`src/rtl/lut_layer_scheduler_if.sv`:
```
// ---------------------------------------------------------------------------
// lut_layer_scheduler_if
//
// Bundles the frame stream, the result stream and the configuration port of
// lut_layer_scheduler so they travel as one object.
//
// Signals:
//   in_valid / in_ready / in_data    input frame handshake, 2 bits per feature
//   out_valid / out_ready / out_data result frame handshake, 2 bits per neuron
//   cfg_we / cfg_sel / cfg_addr / cfg_data
//                                    table and connectivity write port
//   cfg_err                          one-cycle pulse for a rejected write
//   busy                             scheduler is evaluating or holding a result
//
// Modports:
//   master  the side that produces frames and configuration
//   slave   the scheduler itself
// ---------------------------------------------------------------------------
interface lut_layer_scheduler_if #(
   parameter int N_IN  = 16,
   parameter int N_OUT = 8
);

   logic                 in_valid;
   logic                 in_ready;
   logic [2*N_IN-1:0]    in_data;

   logic                 out_valid;
   logic                 out_ready;
   logic [2*N_OUT-1:0]   out_data;

   logic                 cfg_we;
   logic                 cfg_sel;
   logic [15:0]          cfg_addr;
   logic [15:0]          cfg_data;
   logic                 cfg_err;

   logic                 busy;

   modport master (
      output in_valid, in_data, out_ready,
      output cfg_we, cfg_sel, cfg_addr, cfg_data,
      input  in_ready, out_valid, out_data, cfg_err, busy
   );

   modport slave (
      input  in_valid, in_data, out_ready,
      input  cfg_we, cfg_sel, cfg_addr, cfg_data,
      output in_ready, out_valid, out_data, cfg_err, busy
   );

endinterface

```
`src/rtl/lut_layer_scheduler.sv`:
```
// ---------------------------------------------------------------------------
// lut_layer_scheduler
//
// Time-multiplexes N_OUT lookup-table neurons onto one shared 6-in/2-out
// truth-table engine. A frame of N_IN 2-bit features is captured, then one
// neuron is evaluated per cycle: its three inputs are picked from the frame
// through the connectivity table, concatenated into a 6-bit index, and the
// neuron's own 64-entry truth table gives its 2-bit output. After the last
// neuron the packed result is offered on the output handshake.
//
// Ports:
//   clk   sole clock, rising edge
//   rst   synchronous, active-high reset (table contents are kept)
//   bus   lut_layer_scheduler_if.slave
//           in_*    frame input handshake
//           out_*   result output handshake
//           cfg_*   table writes; cfg_sel 0 = truth table (addr k*64+idx),
//                   1 = connectivity (addr k*3+j)
//           busy    high while evaluating or holding a result
// ---------------------------------------------------------------------------
module lut_layer_scheduler #(
   parameter int N_IN  = 16,
   parameter int N_OUT = 8
) (
   input  logic                  clk,
   input  logic                  rst,
   lut_layer_scheduler_if.slave  bus
);

   localparam int CW         = (N_IN  > 1) ? $clog2(N_IN)  : 1;
   localparam int KW         = (N_OUT > 1) ? $clog2(N_OUT) : 1;
   localparam int TT_DEPTH   = N_OUT * 64;
   localparam int CONN_DEPTH = N_OUT * 3;
   localparam int TTAW       = $clog2(TT_DEPTH);
   localparam int CAW        = $clog2(CONN_DEPTH);

   localparam logic [16:0]   TT_LIMIT   = 17'(TT_DEPTH);
   localparam logic [16:0]   CONN_LIMIT = 17'(CONN_DEPTH);
   localparam logic [16:0]   IN_LIMIT   = 17'(N_IN);
   localparam logic [KW-1:0] LAST_K     = KW'(N_OUT - 1);

   localparam logic [1:0] S_IDLE = 2'd0;
   localparam logic [1:0] S_EVAL = 2'd1;
   localparam logic [1:0] S_DONE = 2'd2;

   logic [1:0]          state;
   logic [KW-1:0]       cnt;
   logic [2*N_IN-1:0]   frame;
   logic [2*N_OUT-1:0]  result;
   logic                cfg_err_q;

   logic [1:0]          tt_mem    [TT_DEPTH];
   logic [CW-1:0]       conn_idx  [CONN_DEPTH];
   logic                conn_oor  [CONN_DEPTH];

   logic [1:0]          feat      [N_IN];
   logic [5:0]          tbl_idx;
   logic [CAW-1:0]      conn_addr;
   logic [TTAW-1:0]     tt_addr;
   logic [1:0]          tbl_out;

   logic                in_ready_int;
   logic                cfg_in_range;
   logic                cfg_accept;

   // A configuration strobe always wins over a frame in IDLE, so the
   // scheduler refuses frames in any cycle that carries a write attempt.
   assign in_ready_int  = (state == S_IDLE) && !bus.cfg_we;

   assign bus.in_ready  = in_ready_int;
   assign bus.out_valid = (state == S_DONE);
   assign bus.busy      = (state != S_IDLE);
   assign bus.out_data  = result;
   assign bus.cfg_err   = cfg_err_q;

   // Writes are only honoured while idle and with an address inside the
   // selected store; everything else is dropped and flagged on cfg_err.
   always_comb begin
      cfg_in_range = 1'b0;
      if (bus.cfg_sel) begin
         cfg_in_range = ({1'b0, bus.cfg_addr} < CONN_LIMIT);
      end else begin
         cfg_in_range = ({1'b0, bus.cfg_addr} < TT_LIMIT);
      end
      cfg_accept = bus.cfg_we && (state == S_IDLE) && cfg_in_range;
   end

   // Table storage carries no reset so a reset never disturbs a loaded
   // network. The connectivity store keeps an out-of-range flag next to the
   // truncated index, so feature numbers at or above N_IN can be recognised
   // at evaluation time and forced to a zero field.
   always_ff @(posedge clk) begin
      if (!rst && cfg_accept) begin
         if (bus.cfg_sel) begin
            conn_idx[bus.cfg_addr[CAW-1:0]] <= bus.cfg_data[CW-1:0];
            conn_oor[bus.cfg_addr[CAW-1:0]] <= ({1'b0, bus.cfg_data} >= IN_LIMIT);
         end else begin
            tt_mem[bus.cfg_addr[TTAW-1:0]] <= bus.cfg_data[1:0];
         end
      end
   end

   // Unpack the captured frame into individual 2-bit features so they can
   // be selected by connectivity index.
   always_comb begin
      for (int i = 0; i < N_IN; i++) begin
         feat[i] = frame[2*i +: 2];
      end
   end

   // Build the truth-table index for the neuron the counter points at:
   // input j of neuron k comes from conn[k*3+j] and lands in index bits
   // [2j+1:2j]. The table entry for that neuron and index is its output.
   always_comb begin
      tbl_idx   = '0;
      conn_addr = '0;
      for (int j = 0; j < 3; j++) begin
         conn_addr = CAW'(int'(cnt) * 3 + j);
         if (!conn_oor[conn_addr]) begin
            tbl_idx[2*j +: 2] = feat[conn_idx[conn_addr]];
         end
      end
      tt_addr = TTAW'(int'(cnt) * 64 + int'(tbl_idx));
      tbl_out = tt_mem[tt_addr];
   end

   // Scheduler state machine. IDLE captures a frame, EVAL walks the neurons
   // one per cycle writing each output into its slot of the result, DONE
   // holds the result until the consumer takes it. cfg_err is registered so
   // a rejected write shows up as a single-cycle pulse after the attempt.
   always_ff @(posedge clk) begin
      if (rst) begin
         state     <= S_IDLE;
         cnt       <= '0;
         frame     <= '0;
         result    <= '0;
         cfg_err_q <= 1'b0;
      end else begin
         cfg_err_q <= bus.cfg_we && !cfg_accept;
         case (state)
            S_IDLE: begin
               if (bus.in_valid && in_ready_int) begin
                  frame <= bus.in_data;
                  cnt   <= '0;
                  state <= S_EVAL;
               end
            end
            S_EVAL: begin
               result[{cnt, 1'b0} +: 2] <= tbl_out;
               if (cnt == LAST_K) begin
                  state <= S_DONE;
               end else begin
                  cnt <= cnt + 1'b1;
               end
            end
            S_DONE: begin
               if (bus.out_ready) begin
                  state <= S_IDLE;
               end
            end
            default: begin
               state <= S_IDLE;
            end
         endcase
      end
   end

endmodule

```
`src/flat_wrapper.sv`:
```
// flat-port wrapper written by rule: the top's interface ports become plain ports
module lut_layer_scheduler_flat 
#(
   parameter int N_IN  = 16,
   parameter int N_OUT = 8
)
  (clk, rst, bus_in_valid, bus_in_data, bus_out_ready, bus_cfg_we, bus_cfg_sel, bus_cfg_addr, bus_cfg_data, bus_in_ready, bus_out_valid, bus_out_data, bus_cfg_err, bus_busy);
  lut_layer_scheduler_if #(.N_IN(N_IN), .N_OUT(N_OUT)) bus_i ();
  input  logic clk;
  input  logic rst;
  input wire logic [$bits(bus_i.in_valid)-1:0] bus_in_valid;
  input wire logic [$bits(bus_i.in_data)-1:0] bus_in_data;
  input wire logic [$bits(bus_i.out_ready)-1:0] bus_out_ready;
  input wire logic [$bits(bus_i.cfg_we)-1:0] bus_cfg_we;
  input wire logic [$bits(bus_i.cfg_sel)-1:0] bus_cfg_sel;
  input wire logic [$bits(bus_i.cfg_addr)-1:0] bus_cfg_addr;
  input wire logic [$bits(bus_i.cfg_data)-1:0] bus_cfg_data;
  output wire logic [$bits(bus_i.in_ready)-1:0] bus_in_ready;
  output wire logic [$bits(bus_i.out_valid)-1:0] bus_out_valid;
  output wire logic [$bits(bus_i.out_data)-1:0] bus_out_data;
  output wire logic [$bits(bus_i.cfg_err)-1:0] bus_cfg_err;
  output wire logic [$bits(bus_i.busy)-1:0] bus_busy;
  assign bus_i.in_valid = bus_in_valid;
  assign bus_i.in_data = bus_in_data;
  assign bus_i.out_ready = bus_out_ready;
  assign bus_i.cfg_we = bus_cfg_we;
  assign bus_i.cfg_sel = bus_cfg_sel;
  assign bus_i.cfg_addr = bus_cfg_addr;
  assign bus_i.cfg_data = bus_cfg_data;
  assign bus_in_ready = bus_i.in_ready;
  assign bus_out_valid = bus_i.out_valid;
  assign bus_out_data = bus_i.out_data;
  assign bus_cfg_err = bus_i.cfg_err;
  assign bus_busy = bus_i.busy;
  lut_layer_scheduler #(.N_IN(N_IN), .N_OUT(N_OUT)) u_core (.clk(clk), .rst(rst), .bus(bus_i));
endmodule
```
`config.mk`:
```
export PLATFORM = sky130hd
export DESIGN_NAME = lut_layer_scheduler_flat
export DESIGN_NICKNAME = d
export VERILOG_FILES = /design/src/rtl/lut_layer_scheduler_if.sv /design/src/rtl/lut_layer_scheduler.sv /design/src/flat_wrapper.sv
export SDC_FILE = /design/constraint.sdc
export NUM_CORES = 2
export LEC_CHECK = 0
export BUFFER_PORTS_ARGS = -buffer_cell sky130_fd_sc_hd__buf_4
export CORE_AREA = 5 5 292 323
export CTS_CLUSTER_DIAMETER = 30
export DETAILED_ROUTE_END_ITERATION = 12
export DIE_AREA = 0 0 297 328
export PLACE_DENSITY = 0.76
export SLEW_MARGIN = 20
export SYNTH_ARGS = -nofsm -noshare
export SYNTH_HDL_FRONTEND = slang
export SYNTH_SLANG_ARGS = --single-unit
```
`constraint.sdc`:
```
create_clock -name clk -period 7.9 [get_ports clk]
set_clock_uncertainty 0.1 [all_clocks]
set_input_delay 0.79 -clock clk [delete_from_list [all_inputs] [get_ports clk]]
set_output_delay 0.79 -clock clk [all_outputs]
set_load 0.1 [all_outputs]
```
# After elaboration in Yosys (flattened, before gate mapping)
# Memories as Yosys holds them, arrays and structs flattened.
# Index checks and enable logic that the tools add are counted.
# classes
n_addsub,5
multipliers,1
div_mod_pow,0
order_cmp,6
eq_ne,7
shift,2
mux,27
n_bitwise,3
n_reduce_logical,15
# ops
cell,n
$bmux W2 S4,3
$mux W2,12
$bwmux W16,1
$ge A16 B5 Y1 const B,1
$lt A16 B10 Y1 const B,1
$lt A16 B5 Y1 const B,1
$shift A2 B6 Y16 const A,1
$shiftx A2 B6 Y16,1
$ge A5 B5 Y1 const B,3
$not A4 Y5,3
$add A9 B6 Y9,1
$mux W1,7
$logic_and A1 B1 Y1,6
$mux W3,2
$ne A2 B2 Y1 const B,3
$neg A4 Y6,1
$pmux W2 S3,1
$pmux W3 S2,1
$reduce_and A3 Y1,2
$add A5 B2 Y5 const B,1
$add A5 B3 Y5 const B,1
$mul A3 B2 Y5 const B,1
$reduce_bool A2 Y1,2
$add A3 B1 Y3 const B,1
7 further kinds,9
# word_totals
register_bits,54
latch_bits,0
mem_bits_rw,1144
rom_bits,0
n_memories,3
# mem_list
name,words,word_bits,rd,rd_clocked_by_memory_dff,write_ports,line,rtl
u_core.tt_mem,512,2,1,0,1,lut_layer_scheduler.sv:52,logic [1:0] tt_mem [TT_DEPTH];
u_core.conn_idx,24,4,3,0,1,lut_layer_scheduler.sv:53,logic [CW-1:0] conn_idx [CONN_DEPTH];
u_core.conn_oor,24,1,3,0,1,lut_layer_scheduler.sv:54,logic conn_oor [CONN_DEPTH];

# Depth between registers and ports, before layout
# An unclocked memory read counts as a cell.
# logic_depth
depth_word,12
mapped_depth,30

# Least setup slack after synthesis
# No wires, ideal clock.
# synth_path
path_kind,register -> register
from,register u_core.cnt[0]
to,"register u_core.result[11], in the netlist u_core.bus.out_data[11]"
setup_time_ns,0.122
arrival_time_ns,6.092
required_time_ns,7.678
slack_ns,1.587
path_stages_with_launch,25
n_path_buf,4
cell_sequence,dfxtp_1 ha_1 clkbuf_1 inv_1 fa_1 buf_2 inv_1 ha_1 buf_1 clkbuf_1 mux4_2 mux2_2 nor3_1 a21oi_1 a311oi_1 a32oi_1 a21o_1 a21oi_1 nand2_1 o22ai_1 nor4_1 nand4b_1 or4_4 nand4_4 o21ai_1
# synth_between
elab_chain_cells,12
# synth_lines
element,line,rtl
start: declaration,lut_layer_scheduler.sv:47,logic [KW-1:0] cnt;
start signal: assignment,lut_layer_scheduler.sv:153,cnt <= cnt + 1'b1;
$mul A3 B2 Y5,lut_layer_scheduler.sv:118,conn_addr = CAW'(int'(cnt) * 3 + j);
$add A5 B2 Y5 or $add A5 B3 Y5 (tied branches),lut_layer_scheduler.sv:118,
$mem_v2 Z24 W4,--,
$not A4 Y5 (implied by the code),lut_layer_scheduler.sv:120,tbl_idx[2*j +: 2] = feat[conn_idx[conn_addr]];
$bmux W2 S4,lut_layer_scheduler.sv:120,
$mux W2 (implied by the code) (2 in a row),lut_layer_scheduler.sv:120,
$mux W2,lut_layer_scheduler.sv:119,if (!conn_oor[conn_addr]) begin
$add A9 B6 Y9,lut_layer_scheduler.sv:123,tt_addr = TTAW'(int'(cnt) * 64 + int'(tbl_idx));
$mem_v2 Z512 W2,--,
$shiftx A2 B6 Y16,lut_layer_scheduler.sv:149,"result[{cnt, 1'b0} +: 2] <= tbl_out;"
$bwmux W16 (*),lut_layer_scheduler.sv:149,
end signal: indexed assignment,lut_layer_scheduler.sv:149,
end: declaration,lut_layer_scheduler.sv:49,logic [2*N_OUT-1:0] result;
# Every way passes the cells marked *; elsewhere a longest branch is shown, timed or not. The select of a mux whose other input is x is not followed.
# A chain may end at the register's enable or synchronous reset.

# Worst setup path after layout
# layout_path
from,register u_core.cnt[1]
to,"register u_core.result[5], in the netlist u_core.bus.out_data[5]"
# The elaborated chain is that of the path after synthesis.

==> results.sh <==
export IMPL_status="completed"
export IMPL_grt_pass1_vias=38100
export IMPL_rows=116
export IMPL_timing_fmax_mhz=128
export IMPL_synth_fa_ha_area_share_pct=0.292
export IMPL_antenna_cells=0
export IMPL_worst_setup_path_start_kind="flip-flop"
export IMPL_dr_pass1_iters=9
export IMPL_cp_arrival_ns=8.39
export IMPL_syn2layout_area_growth_pct=15.4
export IMPL_synthMuxAreaShare_pct=8.78
export IMPL_die_w_um=297
export IMPL_core_um2=90400
export IMPL_p_leak_nw=20.6
export IMPL_register_area_um2=35400
export IMPL_cts_root_buf="clkbuf_16"
export IMPL_dieArea_um2=97400
export IMPL_gr_usage_all_layers_pct=32.3
export IMPL_fin_crit_ns=7.79
export IMPL_synth_cell_type_count=106
export IMPL_worst_ir_drop_vdd_mv=0.304
export IMPL_clock_sinks=1198
export IMPL_ios=90
export IMPL_required_ns=8.50
export IMPL_slew_violations=0
export IMPL_synthFlopType="edfxtp_1"
export IMPL_drive_above_1_share_pct=15.6
export IMPL_final_nets=4356
export IMPL_tightest_slew_ns=1.22
export IMPL_path_cells="ha_1 > inv_1 > fa_1 > xor2_2 > o311ai_1 > nor3_2 > o31ai_1 > a32oi_1 > a22o_2 > o21a_4 > buf_12 > buf_4 > nand2_1 > a32oi_1 > a21oi_2 > nor4_2 > a21oi_1 > nand4_1 > nand4_4 > o21ai_1"
export IMPL_antenna_found_initial=3
export IMPL_nFillCells=5963
export IMPL_clk_latency_ns=0.79
export IMPL_min_path_type="input pin to flip-flop"
export IMPL_synthSimpleGateAreaFrac_pct=12.8
export IMPL_cts_buffers=186
export IMPL_clkTransAtPathRegs_ns=0.05
export IMPL_synthCells=4210
export IMPL_grt_pass1_wl_mm=238
export IMPL_synth_compound_area_share_pct=8.96
export IMPL_layout_commonest_cell="edfxtp_1"
export IMPL_syn_avg_cell_area_um2=12.8
export IMPL_yosysTopAreaCellShare_pct=63.7
export IMPL_syn_cell_area_um2=53900
export IMPL_drt_wl_total_mm=161
export IMPL_clockBufferDepth=3
export IMPL_synth_nets=4292
export IMPL_worstSetupPathType="flip-flop to flip-flop"
export IMPL_grt_max_degree=216
export IMPL_cpLargestDelayFamily="compound AO/OA/AOI/OAI gates"
export IMPL_holdWs_ns=0.179
export IMPL_drc=0
export IMPL_slew_headroom_pct=18.9
export IMPL_vias_per_cell=6.88
export IMPL_overflow=0
export IMPL_async_flop_share_pct=0
export IMPL_drv_cap=0
export IMPL_ys_seq_area_share_pct=65.7
export IMPL_yosysTopAreaCell="edfxtp_1"
export IMPL_wl_per_cell_um=28.8
export IMPL_rsz0062_at_grt="no"
export IMPL_vias=38600
export IMPL_critical_path_buf_inv_count=3
export IMPL_cp_slowest_stage_delay_ns=0.71
export IMPL_utilization_pct=68.8
export IMPL_dr_first_iter_drc_count=5809
export IMPL_final_hold_viol_count=0
export IMPL_finalSetupViolations=0
export IMPL_synth_edf_count=1144
export IMPL_start_util_pct=59.6
export IMPL_multiInputGateArea_um2=17000
export IMPL_final_cell_mix="edfxtp_1 (1144), nand2_1 (634), nor2_1 (587)"
export IMPL_hold_buffers=0
export IMPL_crit_path_max_fanout=42
export IMPL_place_congestion=0.960
export IMPL_synth_area_leaders="edfxtp_1 (64%), mux2i_1 (4.8%), nand2_1 (4.5%), nor2_1 (4.1%), mux4_2 (3.1%)"
export IMPL_crit_slowest_cell="nor4_2"
export IMPL_synth_xor_area_share_pct=0.165
export IMPL_cp_common_cell="a32oi_1"
export IMPL_synth_top_family_by_area="simple AND/OR/NAND/NOR gates"
export IMPL_hpwl_mm=94.7
export IMPL_p_per_area_nw_per_um2=296
export IMPL_fin_crit_sh_pct=98.7
export IMPL_htreeDepth=4
export IMPL_die_y_um=328
export IMPL_yosysWarnings=0
export IMPL_antenna_left=0
export IMPL_cp_end_kind="flip-flop"
export IMPL_ys_ff_latch=1198
export IMPL_io_buffers=89
export IMPL_cts_tree="done"
==> cell families (layout without fill, tap and decap cells) <==
logic type,after synthesis,count (layout)
AOI/OAI and AO/OA,675,677
xor gates and xnor gates,6,6
adders and majority gates,12,12
buffers and inverters,337,559
DFF,1198,1198
muxes,368,368
and+or+nand+nor,1614,1614
==> final timing paths <==
kind,endpoint,slack (ns),start,cells after the start
worst max-delay path,u_core.bus.out_data[5],0.11,u_core.cnt[1],20
worst min-delay path,u_core.frame[31],0.18,bus_in_data[31],3
worst max register to register,u_core.bus.out_data[5],0.11,u_core.cnt[1],20
worst min register to register,u_core.frame[2],0.36,u_core.frame[2],2
==> timing repair <==
| action | 4_1_cts | 5_1_grt |
|---|---|---|
| setup endpoints to repair | 8 | 16 |
| pin swaps | 2 | 1 |
| buffers inserted | 0 | 4 |
| resized for setup | 1 | 5 |
| cloned | 2 | 0 |
==> per-layer routing <==
metal / part of all wire, % / track usage (%)
met3: 13 / 8.58
met5: 0.011 / 0
met1: 34 / 40.0
met4: 7.3 / 19.9
met2: 46 / 51.3
==> per-stage QoR <==
step                      power (mW)  std cells  setup WS, ns  TNS, ns  instance area, um2
after global placement          9.94       5260        -0.124   -0.960               55600
after global routing            18.8       5614        0.0901        0               62200
after floorplan                 8.92       4210          1.59        0               53900
after CTS                       18.3       5610        0.0320        0               62100
after detailed placement        9.96       5260        -0.246    -1.79               55600
final                           18.4       5614         0.105        0               62200
==> state kept, by name, indices dropped and copies added, names as in the netlist <==
signal,flops
u_core.state,2
u_core.bus.cfg_err,1
u_core.bus.out_data,16
u_core.frame,32
u_core.cnt,3
u_core.conn_oor,24
u_core.conn_idx,96
u_core.tt_mem,1024
==> final cells by class <==
| cell class | instances | share of cell area [%] |
|---|---|---|
| Clock buffer | 206 | 7.79 |
| Clock inverter | 142 | 2.72 |
| Inverter | 23 | 0.139 |
| Multi-Input combinational cell | 2677 | 27.3 |
| Sequential cell | 1198 | 57.0 |
| Tap cell | 1180 | 2.37 |
| Timing Repair Buffer | 188 | 2.74 |
==> synthesized netlist by cell type (51+ instances only) <==
master and number:
dfxtp_1 54, buf_4 51, a21oi_1 181, nand3_1 180
edfxtp_1 1144, a32oi_1 70, o21ai_0 53, mux2i_1 257
nand2_1 644, mux4_2 75, clkbuf_1 141, buf_2 88
nor2_1 589
==> power by group <==
part	total [mW]	switching, mW	leakage [nW]	internal, mW
Combinational	3.02	2.08	6.67	0.942
Sequential	6.98	0.0139	10.8	6.97
Clock	8.39	3.11	3.11	5.29
==> worst min-delay path, delay by kind of cell <==
| family | cells | cell delay (ns) |
|---|---|---|
| and+or+nand+nor | 1 | 0.04 |
| buffers and inverters | 1 | 0.11 |
| AOI/OAI and AO/OA | 1 | 0.05 |
(Power assumes the default switching activity.)
